<file path="src/rtl/spi_adc_avg_if.sv">
// SPI pin bundle shared by the ADC reader (master) and the ADCs (slave).
// One common CS/SCK pair fans out to NUM_CH converters, each with its own MISO line.
interface spi_adc_avg_if #(
    parameter int NUM_CH = 2
);
    logic              spi_cs_no;
    logic              spi_sck_o;
    logic [NUM_CH-1:0] spi_miso_i;

    modport master (
        output spi_cs_no,
        output spi_sck_o,
        input  spi_miso_i
    );

    modport slave (
        input  spi_cs_no,
        input  spi_sck_o,
        output spi_miso_i
    );
endinterface

</file>
<file path="src/rtl/spi_adc_avg.sv">
// Multi-channel SPI ADC reader with 2^k frame averaging and leading-bit error flagging.
// Every frame is LEAD_W leading zeros followed by DATA_W data bits, MSB first.
// Each completed block publishes the truncated average per channel with a one-cycle pulse.
// LEAD_W must be at least 1 and AVG_LOG2_MAX at least 1.
module spi_adc_avg #(
    parameter int  NUM_CH       = 2,
    parameter int  DATA_W       = 12,
    parameter int  LEAD_W       = 4,
    parameter int  CLK_DIV      = 4,
    parameter int  CS_GAP       = 4,
    parameter int  AVG_LOG2_MAX = 3,
    localparam int AVG_W        = $clog2(AVG_LOG2_MAX + 1)
) (
    input  logic                     clk,
    input  logic                     rst_n,
    input  logic                     en_i,
    input  logic                     mode_i,
    input  logic                     start_i,
    input  logic [AVG_W-1:0]         avg_log2_i,
    spi_adc_avg_if.master            spi,
    output logic                     busy_o,
    output logic                     data_update_o,
    output logic [NUM_CH*DATA_W-1:0] data_o,
    output logic                     frame_err_o
);
    localparam int FRAME_W = LEAD_W + DATA_W;
    localparam int ACC_W   = DATA_W + AVG_LOG2_MAX;
    localparam int FC_W    = AVG_LOG2_MAX + 1;
    localparam int CNT_MAX = (CLK_DIV > CS_GAP) ? CLK_DIV : CS_GAP;
    localparam int CNT_W   = $clog2(CNT_MAX + 1);
    localparam int BIT_W   = $clog2(FRAME_W + 1);

    localparam logic [1:0] IDLE  = 2'd0;
    localparam logic [1:0] SETUP = 2'd1;
    localparam logic [1:0] SHIFT = 2'd2;
    localparam logic [1:0] GAP   = 2'd3;

    logic [1:0]                     state_q, state_d;
    logic [CNT_W-1:0]               cnt_q, cnt_d;
    logic [BIT_W-1:0]               bitCnt_q, bitCnt_d;
    logic                           cs_q, cs_d;
    logic                           sck_q, sck_d;
    logic [NUM_CH-1:0][FRAME_W-1:0] shReg_q, shReg_d;
    logic [NUM_CH-1:0][ACC_W-1:0]   acc_q, acc_d;
    logic [FC_W-1:0]                frameCnt_q, frameCnt_d;
    logic [AVG_W-1:0]               k_q, k_d;
    logic                           blkErr_q, blkErr_d;
    logic                           blkDone_q, blkDone_d;
    logic                           busy_q, busy_d;
    logic                           update_q, update_d;
    logic                           frameErr_q, frameErr_d;
    logic [NUM_CH*DATA_W-1:0]       data_q, data_d;

    logic [NUM_CH-1:0][ACC_W-1:0]   accSum;
    logic [NUM_CH-1:0][DATA_W-1:0]  accAvg;
    logic                           leadErr;
    logic [FC_W-1:0]                frameCntInc;
    logic [FC_W-1:0]                blockTarget;
    logic                           blockFull;
    logic                           blockDoneNow;
    logic                           startReq;
    logic [AVG_W-1:0]               kClamp;

    // Datapath helpers: the just-finished frame folded into the accumulators, and block bookkeeping
    always_comb begin
        leadErr = 1'b0;
        for (int c = 0; c < NUM_CH; c++) begin
            accSum[c] = acc_q[c] + ACC_W'(shReg_q[c][DATA_W-1:0]);
            accAvg[c] = DATA_W'(accSum[c] >> k_q);
            leadErr   = leadErr | (|shReg_q[c][FRAME_W-1:DATA_W]);
        end
        frameCntInc  = frameCnt_q + FC_W'(1);
        blockTarget  = FC_W'(1) << k_q;
        blockFull    = (frameCntInc == blockTarget);
        blockDoneNow = (cnt_q == '0) ? blockFull : blkDone_q;
        startReq     = en_i && (!mode_i || start_i);
        kClamp       = (avg_log2_i > AVG_W'(AVG_LOG2_MAX)) ? AVG_W'(AVG_LOG2_MAX) : avg_log2_i;
    end

    // Frame sequencer and block accumulation: decides the next value of every register
    always_comb begin
        state_d    = state_q;
        cnt_d      = cnt_q;
        bitCnt_d   = bitCnt_q;
        cs_d       = cs_q;
        sck_d      = sck_q;
        shReg_d    = shReg_q;
        acc_d      = acc_q;
        frameCnt_d = frameCnt_q;
        k_d        = k_q;
        blkErr_d   = blkErr_q;
        blkDone_d  = blkDone_q;
        busy_d     = busy_q;
        update_d   = 1'b0;
        frameErr_d = frameErr_q;
        data_d     = data_q;

        case (state_q)
            IDLE: begin
                if (startReq) begin
                    state_d    = SETUP;
                    cs_d       = 1'b0;
                    sck_d      = 1'b1;
                    cnt_d      = '0;
                    k_d        = kClamp;
                    frameCnt_d = '0;
                    acc_d      = '0;
                    blkErr_d   = 1'b0;
                    busy_d     = 1'b1;
                end
            end
            SETUP: begin
                if (cnt_q == CNT_W'(CLK_DIV - 1)) begin
                    state_d  = SHIFT;
                    sck_d    = 1'b0;
                    cnt_d    = '0;
                    bitCnt_d = '0;
                end else begin
                    cnt_d = cnt_q + CNT_W'(1);
                end
            end
            SHIFT: begin
                if (cnt_q == CNT_W'(CLK_DIV - 1)) begin
                    cnt_d = '0;
                    if (!sck_q) begin
                        sck_d = 1'b1;
                        for (int c = 0; c < NUM_CH; c++) begin
                            shReg_d[c] = {shReg_q[c][FRAME_W-2:0], spi.spi_miso_i[c]};
                        end
                    end else if (bitCnt_q == BIT_W'(FRAME_W - 1)) begin
                        cs_d    = 1'b1;
                        state_d = GAP;
                    end else begin
                        sck_d    = 1'b0;
                        bitCnt_d = bitCnt_q + BIT_W'(1);
                    end
                end else begin
                    cnt_d = cnt_q + CNT_W'(1);
                end
            end
            default: begin
                if (cnt_q == '0) begin
                    if (blockFull) begin
                        for (int c = 0; c < NUM_CH; c++) begin
                            data_d[c*DATA_W +: DATA_W] = accAvg[c];
                        end
                        frameErr_d = blkErr_q | leadErr;
                        update_d   = 1'b1;
                        acc_d      = '0;
                        blkErr_d   = 1'b0;
                        frameCnt_d = '0;
                        blkDone_d  = 1'b1;
                    end else begin
                        acc_d      = accSum;
                        blkErr_d   = blkErr_q | leadErr;
                        frameCnt_d = frameCntInc;
                        blkDone_d  = 1'b0;
                    end
                end
                if (cnt_q == CNT_W'(CS_GAP - 1)) begin
                    cnt_d = '0;
                    if (!blockDoneNow && en_i) begin
                        state_d = SETUP;
                        cs_d    = 1'b0;
                    end else if (blockDoneNow && en_i && !mode_i) begin
                        state_d = SETUP;
                        cs_d    = 1'b0;
                        k_d     = kClamp;
                    end else begin
                        state_d    = IDLE;
                        busy_d     = 1'b0;
                        acc_d      = '0;
                        blkErr_d   = 1'b0;
                        frameCnt_d = '0;
                    end
                end else begin
                    cnt_d = cnt_q + CNT_W'(1);
                end
            end
        endcase
    end

    // State registers; reset returns the SPI lines to idle-high immediately
    always_ff @(posedge clk or negedge rst_n) begin
        if (!rst_n) begin
            state_q    <= IDLE;
            cnt_q      <= '0;
            bitCnt_q   <= '0;
            cs_q       <= 1'b1;
            sck_q      <= 1'b1;
            shReg_q    <= '0;
            acc_q      <= '0;
            frameCnt_q <= '0;
            k_q        <= '0;
            blkErr_q   <= 1'b0;
            blkDone_q  <= 1'b0;
            busy_q     <= 1'b0;
            update_q   <= 1'b0;
            frameErr_q <= 1'b0;
            data_q     <= '0;
        end else begin
            state_q    <= state_d;
            cnt_q      <= cnt_d;
            bitCnt_q   <= bitCnt_d;
            cs_q       <= cs_d;
            sck_q      <= sck_d;
            shReg_q    <= shReg_d;
            acc_q      <= acc_d;
            frameCnt_q <= frameCnt_d;
            k_q        <= k_d;
            blkErr_q   <= blkErr_d;
            blkDone_q  <= blkDone_d;
            busy_q     <= busy_d;
            update_q   <= update_d;
            frameErr_q <= frameErr_d;
            data_q     <= data_d;
        end
    end

    assign spi.spi_cs_no  = cs_q;
    assign spi.spi_sck_o  = sck_q;
    assign busy_o         = busy_q;
    assign data_update_o  = update_q;
    assign data_o         = data_q;
    assign frame_err_o    = frameErr_q;
endmodule

</file>
<file path="src/flat_wrapper.sv">
// flat-port wrapper written by rule: the top's interface ports become plain ports
module spi_adc_avg_flat 
#(
    parameter int  NUM_CH       = 2,
    parameter int  DATA_W       = 12,
    parameter int  LEAD_W       = 4,
    parameter int  CLK_DIV      = 4,
    parameter int  CS_GAP       = 4,
    parameter int  AVG_LOG2_MAX = 3,
    localparam int AVG_W        = $clog2(AVG_LOG2_MAX + 1)
)
  (clk, rst_n, en_i, mode_i, start_i, avg_log2_i, busy_o, data_update_o, data_o, frame_err_o, spi_spi_cs_no, spi_spi_sck_o, spi_spi_miso_i);
  spi_adc_avg_if #(.NUM_CH(NUM_CH)) spi_i ();
  input  logic clk;
  input  logic rst_n;
  input  logic en_i;
  input  logic mode_i;
  input  logic start_i;
  input  logic [AVG_W-1:0] avg_log2_i;
  output logic busy_o;
  output logic data_update_o;
  output logic [NUM_CH*DATA_W-1:0] data_o;
  output logic frame_err_o;
  output wire logic [$bits(spi_i.spi_cs_no)-1:0] spi_spi_cs_no;
  output wire logic [$bits(spi_i.spi_sck_o)-1:0] spi_spi_sck_o;
  input wire logic [$bits(spi_i.spi_miso_i)-1:0] spi_spi_miso_i;
  assign spi_spi_cs_no = spi_i.spi_cs_no;
  assign spi_spi_sck_o = spi_i.spi_sck_o;
  assign spi_i.spi_miso_i = spi_spi_miso_i;
  spi_adc_avg #(.NUM_CH(NUM_CH), .DATA_W(DATA_W), .LEAD_W(LEAD_W), .CLK_DIV(CLK_DIV), .CS_GAP(CS_GAP), .AVG_LOG2_MAX(AVG_LOG2_MAX)) u_core (.clk(clk), .rst_n(rst_n), .en_i(en_i), .mode_i(mode_i), .start_i(start_i), .avg_log2_i(avg_log2_i), .spi(spi_i), .busy_o(busy_o), .data_update_o(data_update_o), .data_o(data_o), .frame_err_o(frame_err_o));
endmodule
</file>
<file path="config.mk">
export PLATFORM = sky130hd
export DESIGN_NAME = spi_adc_avg_flat
export DESIGN_NICKNAME = d
export VERILOG_FILES = /design/src/rtl/spi_adc_avg_if.sv /design/src/rtl/spi_adc_avg.sv /design/src/flat_wrapper.sv
export SDC_FILE = /design/constraint.sdc
export NUM_CORES = 1
export LEC_CHECK = 0
export ABC_AREA = 1
export CAP_MARGIN = 20
export CORE_UTILIZATION = 50
export DETAILED_ROUTE_END_ITERATION = 12
export PLACE_DENSITY = 0.82
export SETUP_SLACK_MARGIN = 0.15
export SYNTH_ARGS = -nofsm -noshare
export SYNTH_HDL_FRONTEND = slang
export SYNTH_SLANG_ARGS = --single-unit
</file>
<file path="constraint.sdc">
create_clock -name clk -period 2.2 [get_ports clk]
set_clock_uncertainty 0.15 [all_clocks]
set_input_delay 0.22 -clock clk [delete_from_list [all_inputs] [get_ports clk]]
set_output_delay 0.22 -clock clk [all_outputs]
set_load 0.02 [all_outputs]
</file>
[Yosys cells after proc, flatten, opt, wreduce, memory -nomap -nowiden]
Index checks and enable logic that the tools add are counted.
Word-level totals
  register bits: 109
  word-level logic and storage cells: 138
Cells by class
  $add $sub $neg: 5
  order comparisons: 1
  equality and inequality tests: 13
  shifts and indexed selects: 3
  muxes and demuxes: 65
  bitwise operators: 6
  reductions and logical operators: 28
Operators with widths (number)
  two-way mux 30 bit: 6
  case mux 30 bit (2 select lines): 1
  adder 15 x 12 -> 15 bit: 2
  right shift 15 x 2 -> 12 bit: 2
  two-way mux 1 bit: 25
  two-way mux 2 bit: 12
  two-way mux 4 bit: 6
  two-way mux 5 bit: 4
  AND reduction 5 bit: 3
  != test 2 x 1 -> 1 bit (second input constant): 5
  case mux 5 bit (2 select lines): 1
  two-way mux 3 bit: 3
  case mux 4 bit (2 select lines): 1
  OR reduction 4 bit: 2
  AND reduction 7 bit: 1
  != test 2 bit (second input constant): 3
  case mux 1 bit (3 select lines): 2
  case mux 2 bit (3 select lines): 1
  AND reduction 3 bit: 2
  AND reduction 6 bit: 1
  nonzero test 2 bit: 3
  adder 5 x 1 -> 5 bit (second input constant): 1
  == test 5 x 4 -> 1 bit (second input constant): 1
  adder 4 x 1 -> 4 bit (second input constant): 1
  22 further kinds: 32

[Depth between registers and ports, before layout]
Gate-level depths: netlist of run 1.
  depth after elaboration: 9
  mapped depth: 15
  depth with buffers taken out: 15

[Least setup slack after synthesis of run 1]
Ideal clock, no wire load.
  kind: reg-to-reg
  start point: register u_core.acc_q[0] (netlist bit)
  end point: register u_core.data_q[3] (netlist: u_core.data_o[3])
  arrival time: 1.911 ns
  path slack: 0.063 ns
  stages on the path, launching flop included: 14
  path through: dfrtp_1 -> ha_1 -> inv_1 -> fa_1 -> inv_1 -> nand3_1 -> nand2_1 -> nand2_1 -> nand2_1 -> xor2_1 -> nand2_1 -> nand3_1 -> nand2_1 -> o21ai_1
On the way
  word-level cells in the longest chain between the ends: 2
RTL lines
  start, declared: line spi_adc_avg.sv:44  | logic [NUM_CH-1:0][ACC_W-1:0] acc_q, acc_d;
  start signal, assigned: line spi_adc_avg.sv:192  | acc_q <= '0;
  start signal, assigned: line spi_adc_avg.sv:208  | acc_q <= acc_d;
  adder 15 x 12 -> 15 bit: line spi_adc_avg.sv:68  | accSum[c] = acc_q[c] + ACC_W'(shReg_q[c][DATA_W-1:0]);
  right shift 15 x 2 -> 12 bit: line spi_adc_avg.sv:69  | accAvg[c] = DATA_W'(accSum[c] >> k_q);
  end signal, assigned: line spi_adc_avg.sv:216  | data_q <= data_d;
  end, declared: line spi_adc_avg.sv:52  | logic [NUM_CH*DATA_W-1:0] data_q, data_d;
Every way passes these cells.
A chain may end at the register's enable or synchronous reset.

[Worst setup path after layout of run 1]
  start point: register u_core.acc_q[0] (netlist bit)
  end point: register u_core.acc_q[4] (netlist bit)
On the way
  word-level cells in the longest chain between the ends: 7
RTL lines
  adder 15 x 12 -> 15 bit *: line spi_adc_avg.sv:68
  two-way mux 30 bit *: line spi_adc_avg.sv:143  | if (blockFull) begin
  two-way mux 30 bit *: line spi_adc_avg.sv:142  | if (cnt_q == '0) begin
  two-way mux 30 bit: line spi_adc_avg.sv:165  | end else if (blockDoneNow && en_i && !mode_i) begin
  two-way mux 30 bit: line spi_adc_avg.sv:162  | if (!blockDoneNow && en_i) begin
  two-way mux 30 bit *: line spi_adc_avg.sv:160  | if (cnt_q == CNT_W'(CS_GAP - 1)) begin
  case mux 30 bit (2 select lines) *: line spi_adc_avg.sv:98  | case (state_q)
Every way passes the cells marked *; elsewhere a longest branch is shown, timed or not.

==> flow_metrics.py, run 1 <==
metrics = {
    "status": {
        "status": "finished, final reports clean",
    },
    "critical_path": {
        "critPathTopFamily": "adder cells",
        "crit_fanout": 4,
        "worstPathRequired_ps": 2350,
        "reg2reg_slack_ps": 30,
        "setup.worst_path.start_class": "register",
        "endpoint_kind": "register",
        "worst_path_max_delay_cell": "sky130_fd_sc_hd__fa_2",
        "timing.setup.critical_path_class": "reg -> reg",
        "cp_common_cell": "sky130_fd_sc_hd__inv_2",
        "cp.buffers_inverters": 3,
        "timing.critical_path.arrival_ps": 2320,
        "worst-r2r-cell-count": 11,
        "timing.critical_path.slowest_cell_delay_ps": 400,
        "critical_path.reg2reg.startpoint": "u_core.acc_q[0]$_DFFE_PN0P_",
        "critical_path.cell_chain": "ha_2 > inv_2 > fa_2 > inv_2 > nand3_4 > nand2_4 > xor2_1 > inv_2 > o21ai_0 > nand3_1 > nand2_1",
        "r2r-end": "u_core.acc_q[4]$_DFFE_PN0P_",
    },
    "detailed_routing": {
        "antenna_nets_post_route": 0,
        "drt_iter0_drc": 633,
        "viasPerCell": 5.69,
        "average_routed_wire_per_standard_cell_um": 16.1,
        "number_of_vias_in_the_routed_layout": 7396,
        "drt-pass1-iter-count": 5,
        "detail_route.wirelength_um": 20900,
        "post-route-drc-count": 0,
    },
    "power": {
        "cellPowerDensity_nw_per_um2": 1310,
        "power.ir.vdd_worst_v": 0.000799,
        "total_power_uw": 12500,
        "total_leakage_power_uw": 0.00476,
    },
    "timing": {
        "worstMarginPinSlew_ps": 422,
        "finalSetupViolCount": 0,
        "rsz_0062_raised_after_global_routing": "true",
        "final-max-slew-violation-count": 0,
        "final_worst_path_period_share_pct": 98.6,
        "slew_headroom_pct": 71.7,
        "final_hold_viol_count": 0,
        "period_needed_ps": 2170,
        "finalHoldWorstSlack_ps": 57.0,
        "max_freq_ghz": 0.461,
    },
    "placement": {
        "placed_cells": 1259,
        "placement.cell_area_um2": 8060,
        "place_congestion": 0.911,
        "io_buffer_count": 37,
        "dp_hpwl_um": 13900,
    },
    "layout": {
        "layout-area-overhead-vs-synth_pct": 30.6,
        "ant_cells": 0,
        "post-route-util_pct": 67.7,
        "final_net_count": 1160,
        "most_frequent_cells_in_the_layout": "sky130_fd_sc_hd__nand2_1, sky130_fd_sc_hd__inv_1, sky130_fd_sc_hd__dfrtp_1",
        "finalNonFillerCells": 1300,
        "stdcell_area_um2": 9510,
        "layout.cells.most_common": "sky130_fd_sc_hd__nand2_1",
        "drive_gt1_share_pct": 26.3,
    },
    "die": {
        "die_height_um": 123,
        "dieArea_um2": 15100,
        "core_rows": 43,
        "core_area_um2": 14000,
        "floorplan.initialDensity_pct": 51.9,
        "die_w_um": 123,
        "ios": 38,
    },
    "cts": {
        "later_pin_clock_latency_in_the_skew_report_ps": 370,
        "tritoncts": "done",
        "cts.clk_slew.worst_paths_ps": 80,
        "clock-root-buffer": "sky130_fd_sc_hd__clkbuf_16",
        "cts.sinks": 109,
        "clock_path_buffers": 2,
        "cts_buffers": 9,
        "cts_htree_levels": 3,
    },
    "yosys": {
        "syn_inst": 1034,
        "netlist.top_cell.by_area": "sky130_fd_sc_hd__dfrtp_1",
        "yosys_register_bits": 109,
        "yosys.cell_types.count": 45,
        "synth_top_area_share_pct": 36.8,
        "count_of_warnings_emitted_by_yosys": 0,
        "seq_area_frac_synth_pct": 37.5,
        "synthesized_net_count": 1079,
        "async_reset_ff_share_pct": 100,
        "syn_avg_cell_area_um2": 7.04,
        "synth.cell_area_um2": 7280,
        "synth_enable_flop_cells": 0,
        "dominantRegCellSynth": "sky130_fd_sc_hd__dfrtp_1",
        "synth_top_cells_by_area": "sky130_fd_sc_hd__dfrtp_1, sky130_fd_sc_hd__nand2_1, sky130_fd_sc_hd__nand3_1, sky130_fd_sc_hd__inv_1, sky130_fd_sc_hd__ha_1",
    },
    "global_route": {
        "antenna_found_initial": 0,
        "global_route.usage.total_pct": 27.4,
        "grt_remaining_overflow": 0,
        "grt_pass1_wl_um": 32000,
        "maximum_number_of_pins_on_one_net_before_global_route_repair": 49,
        "vias_in_the_first_global_route": 6631,
    },
    "worst_hold_path": {
        "worst_hold_path_type": "in -> async",
    },
    "job": {
        "max_cap_viol_count": 0,
    },
}
-- repair_timing --
action	in CTS	in global routing
cloned	1	1
endpoints found under the setup margin	60	85
setup buffers	7	15
hold buffers	1	0
resized for setup	63	165
endpoints found under the hold margin	107	0
pin swaps	22	42
-- cell type report --
type,instances,area [µm²]
Multi-Input combinational cell,764,4780
Fill cell,1059,4530
Sequential cell,109,2740
Timing Repair Buffer,105,998
Inverter,126,483
Clock buffer,9,225
Tap cell,180,225
Clock inverter,7,60.1
-- routing by layer --
| metal | share of wire, % | vias to the layer above | wire, µm | GRT usage (%) |
|---|---|---|---|---|
| li1 | - | 3504 | - | - |
| met1 | 42 | 3504 | 8800 | 37.6 |
| met2 | 47 | 337 | 9880 | 43.1 |
| met3 | 8.0 | 51 | 1660 | 5.07 |
| met4 | 2.6 | 0 | 546 | 9.60 |
| met5 | 0 | - | 0 | 0 |
-- cell families after synthesis --
group / share of synthesized area, %
buffers and inverters: 9.14
adders and majority gates: 6.39
muxes: 3.37
and+or+nand+nor: 34.5
AOI/OAI and AO/OA: 7.82
xor gates and xnor gates: 1.32
DFF: 37.5
-- flip-flops by register name, summed over array words and instances, names as in the netlist, 2 cells and up --
register / count
u_core.k_q: 2
u_core.acc_q: 30
u_core.frameCnt_q: 4
u_core.cnt_q: 3
u_core.state_q: 2
u_core.bitCnt_q: 5
u_core.data_o: 24
u_core.shReg_q: 32
-- synthesized netlist by cell type, types with 2 or more instances --
cell,instances
sky130_fd_sc_hd__inv_1,118
sky130_fd_sc_hd__a21boi_1,3
sky130_fd_sc_hd__buf_4,4
sky130_fd_sc_hd__o21ai_0,50
sky130_fd_sc_hd__ha_1,34
sky130_fd_sc_hd__nand3_1,124
sky130_fd_sc_hd__nand2_1,360
sky130_fd_sc_hd__a22oi_1,2
sky130_fd_sc_hd__buf_6,5
sky130_fd_sc_hd__buf_1,3
sky130_fd_sc_hd__inv_2,7
sky130_fd_sc_hd__buf_2,5
sky130_fd_sc_hd__fa_1,2
sky130_fd_sc_hd__nor2_1,62
sky130_fd_sc_hd__xnor2_1,2
sky130_fd_sc_hd__and2_1,6
sky130_fd_sc_hd__o21ai_1,16
sky130_fd_sc_hd__a21oi_1,24
sky130_fd_sc_hd__dfstp_2,2
sky130_fd_sc_hd__xor2_1,9
sky130_fd_sc_hd__mux2i_1,2
sky130_fd_sc_hd__o21a_1,2
sky130_fd_sc_hd__nand3b_1,2
sky130_fd_sc_hd__clkbuf_1,18
sky130_fd_sc_hd__mux2_2,20
sky130_fd_sc_hd__nand4_1,20
sky130_fd_sc_hd__a31oi_1,2
sky130_fd_sc_hd__dfrtp_1,107
sky130_fd_sc_hd__or2_2,4
sky130_fd_sc_hd__o211ai_1,2
sky130_fd_sc_hd__nor3_1,3
-- report_power, final --
part | switching [µW] | leakage, µW | internal, µW | total, µW
registers | 545 | 0.00143 | 2660 | 3200
logic | 4570 | 0.00319 | 3120 | 7690
clock network | 820 | 0.000142 | 788 | 1610
total | 5940 | 0.00476 | 6560 | 12500
-- worst max path at each step --
stage | start | endpoint | slack [ps] | cells after the start
after floorplan | u_core.acc_q[0]$_DFFE_PN0P_ | u_core.data_o[3]$_DFFE_PN0P_ | 140 | 13
after global placement | u_core.acc_q[24]$_DFFE_PN0P_ | u_core.data_o[22]$_DFFE_PN0P_ | 40 | 11
after detailed placement | u_core.acc_q[0]$_DFFE_PN0P_ | u_core.data_o[4]$_DFFE_PN0P_ | -50 | 13
after CTS | u_core.shReg_q[0]$_DFFE_PN0P_ | u_core.data_o[3]$_DFFE_PN0P_ | 70 | 13
after global routing | u_core.acc_q[0]$_DFFE_PN0P_ | u_core.acc_q[14]$_DFFE_PN0P_ | -100 | 15
final | u_core.acc_q[0]$_DFFE_PN0P_ | u_core.acc_q[4]$_DFFE_PN0P_ | 30 | 11
-- per-stage QoR --
stage          setup slack (ps)  setup TNS [ps]
5_1_grt                   -97.9           -1370
3_5_place_dp              -54.1            -116
3_3_place_gp               36.1               0
6_report                   30.6               0
4_1_cts                    72.1               0
2_1_floorplan               138               0
-- worst register-to-register path: stages, from the launching register on --
cell,delay (ps)
sky130_fd_sc_hd__dfrtp_1,380
sky130_fd_sc_hd__ha_2,200
sky130_fd_sc_hd__inv_2,40
sky130_fd_sc_hd__fa_2,400
sky130_fd_sc_hd__inv_2,90
sky130_fd_sc_hd__nand3_4,70
sky130_fd_sc_hd__nand2_4,100
sky130_fd_sc_hd__xor2_1,210
sky130_fd_sc_hd__inv_2,90
sky130_fd_sc_hd__o21ai_0,190
sky130_fd_sc_hd__nand3_1,110
sky130_fd_sc_hd__nand2_1,80
Note: power is estimated with default switching activity, not from simulation.
==> run 2: changes to the inputs <==
--- a/config.mk
+++ b/config.mk
@@ -6,7 +6,6 @@
 export NUM_CORES = 1
 export LEC_CHECK = 0
 export ABC_AREA = 1
-export CAP_MARGIN = 20
 export CORE_UTILIZATION = 50
 export DETAILED_ROUTE_END_ITERATION = 12
 export PLACE_DENSITY = 0.82
==> results of run 2 <==
The final DEF is identical to that of run 1; final timing and power are the same.
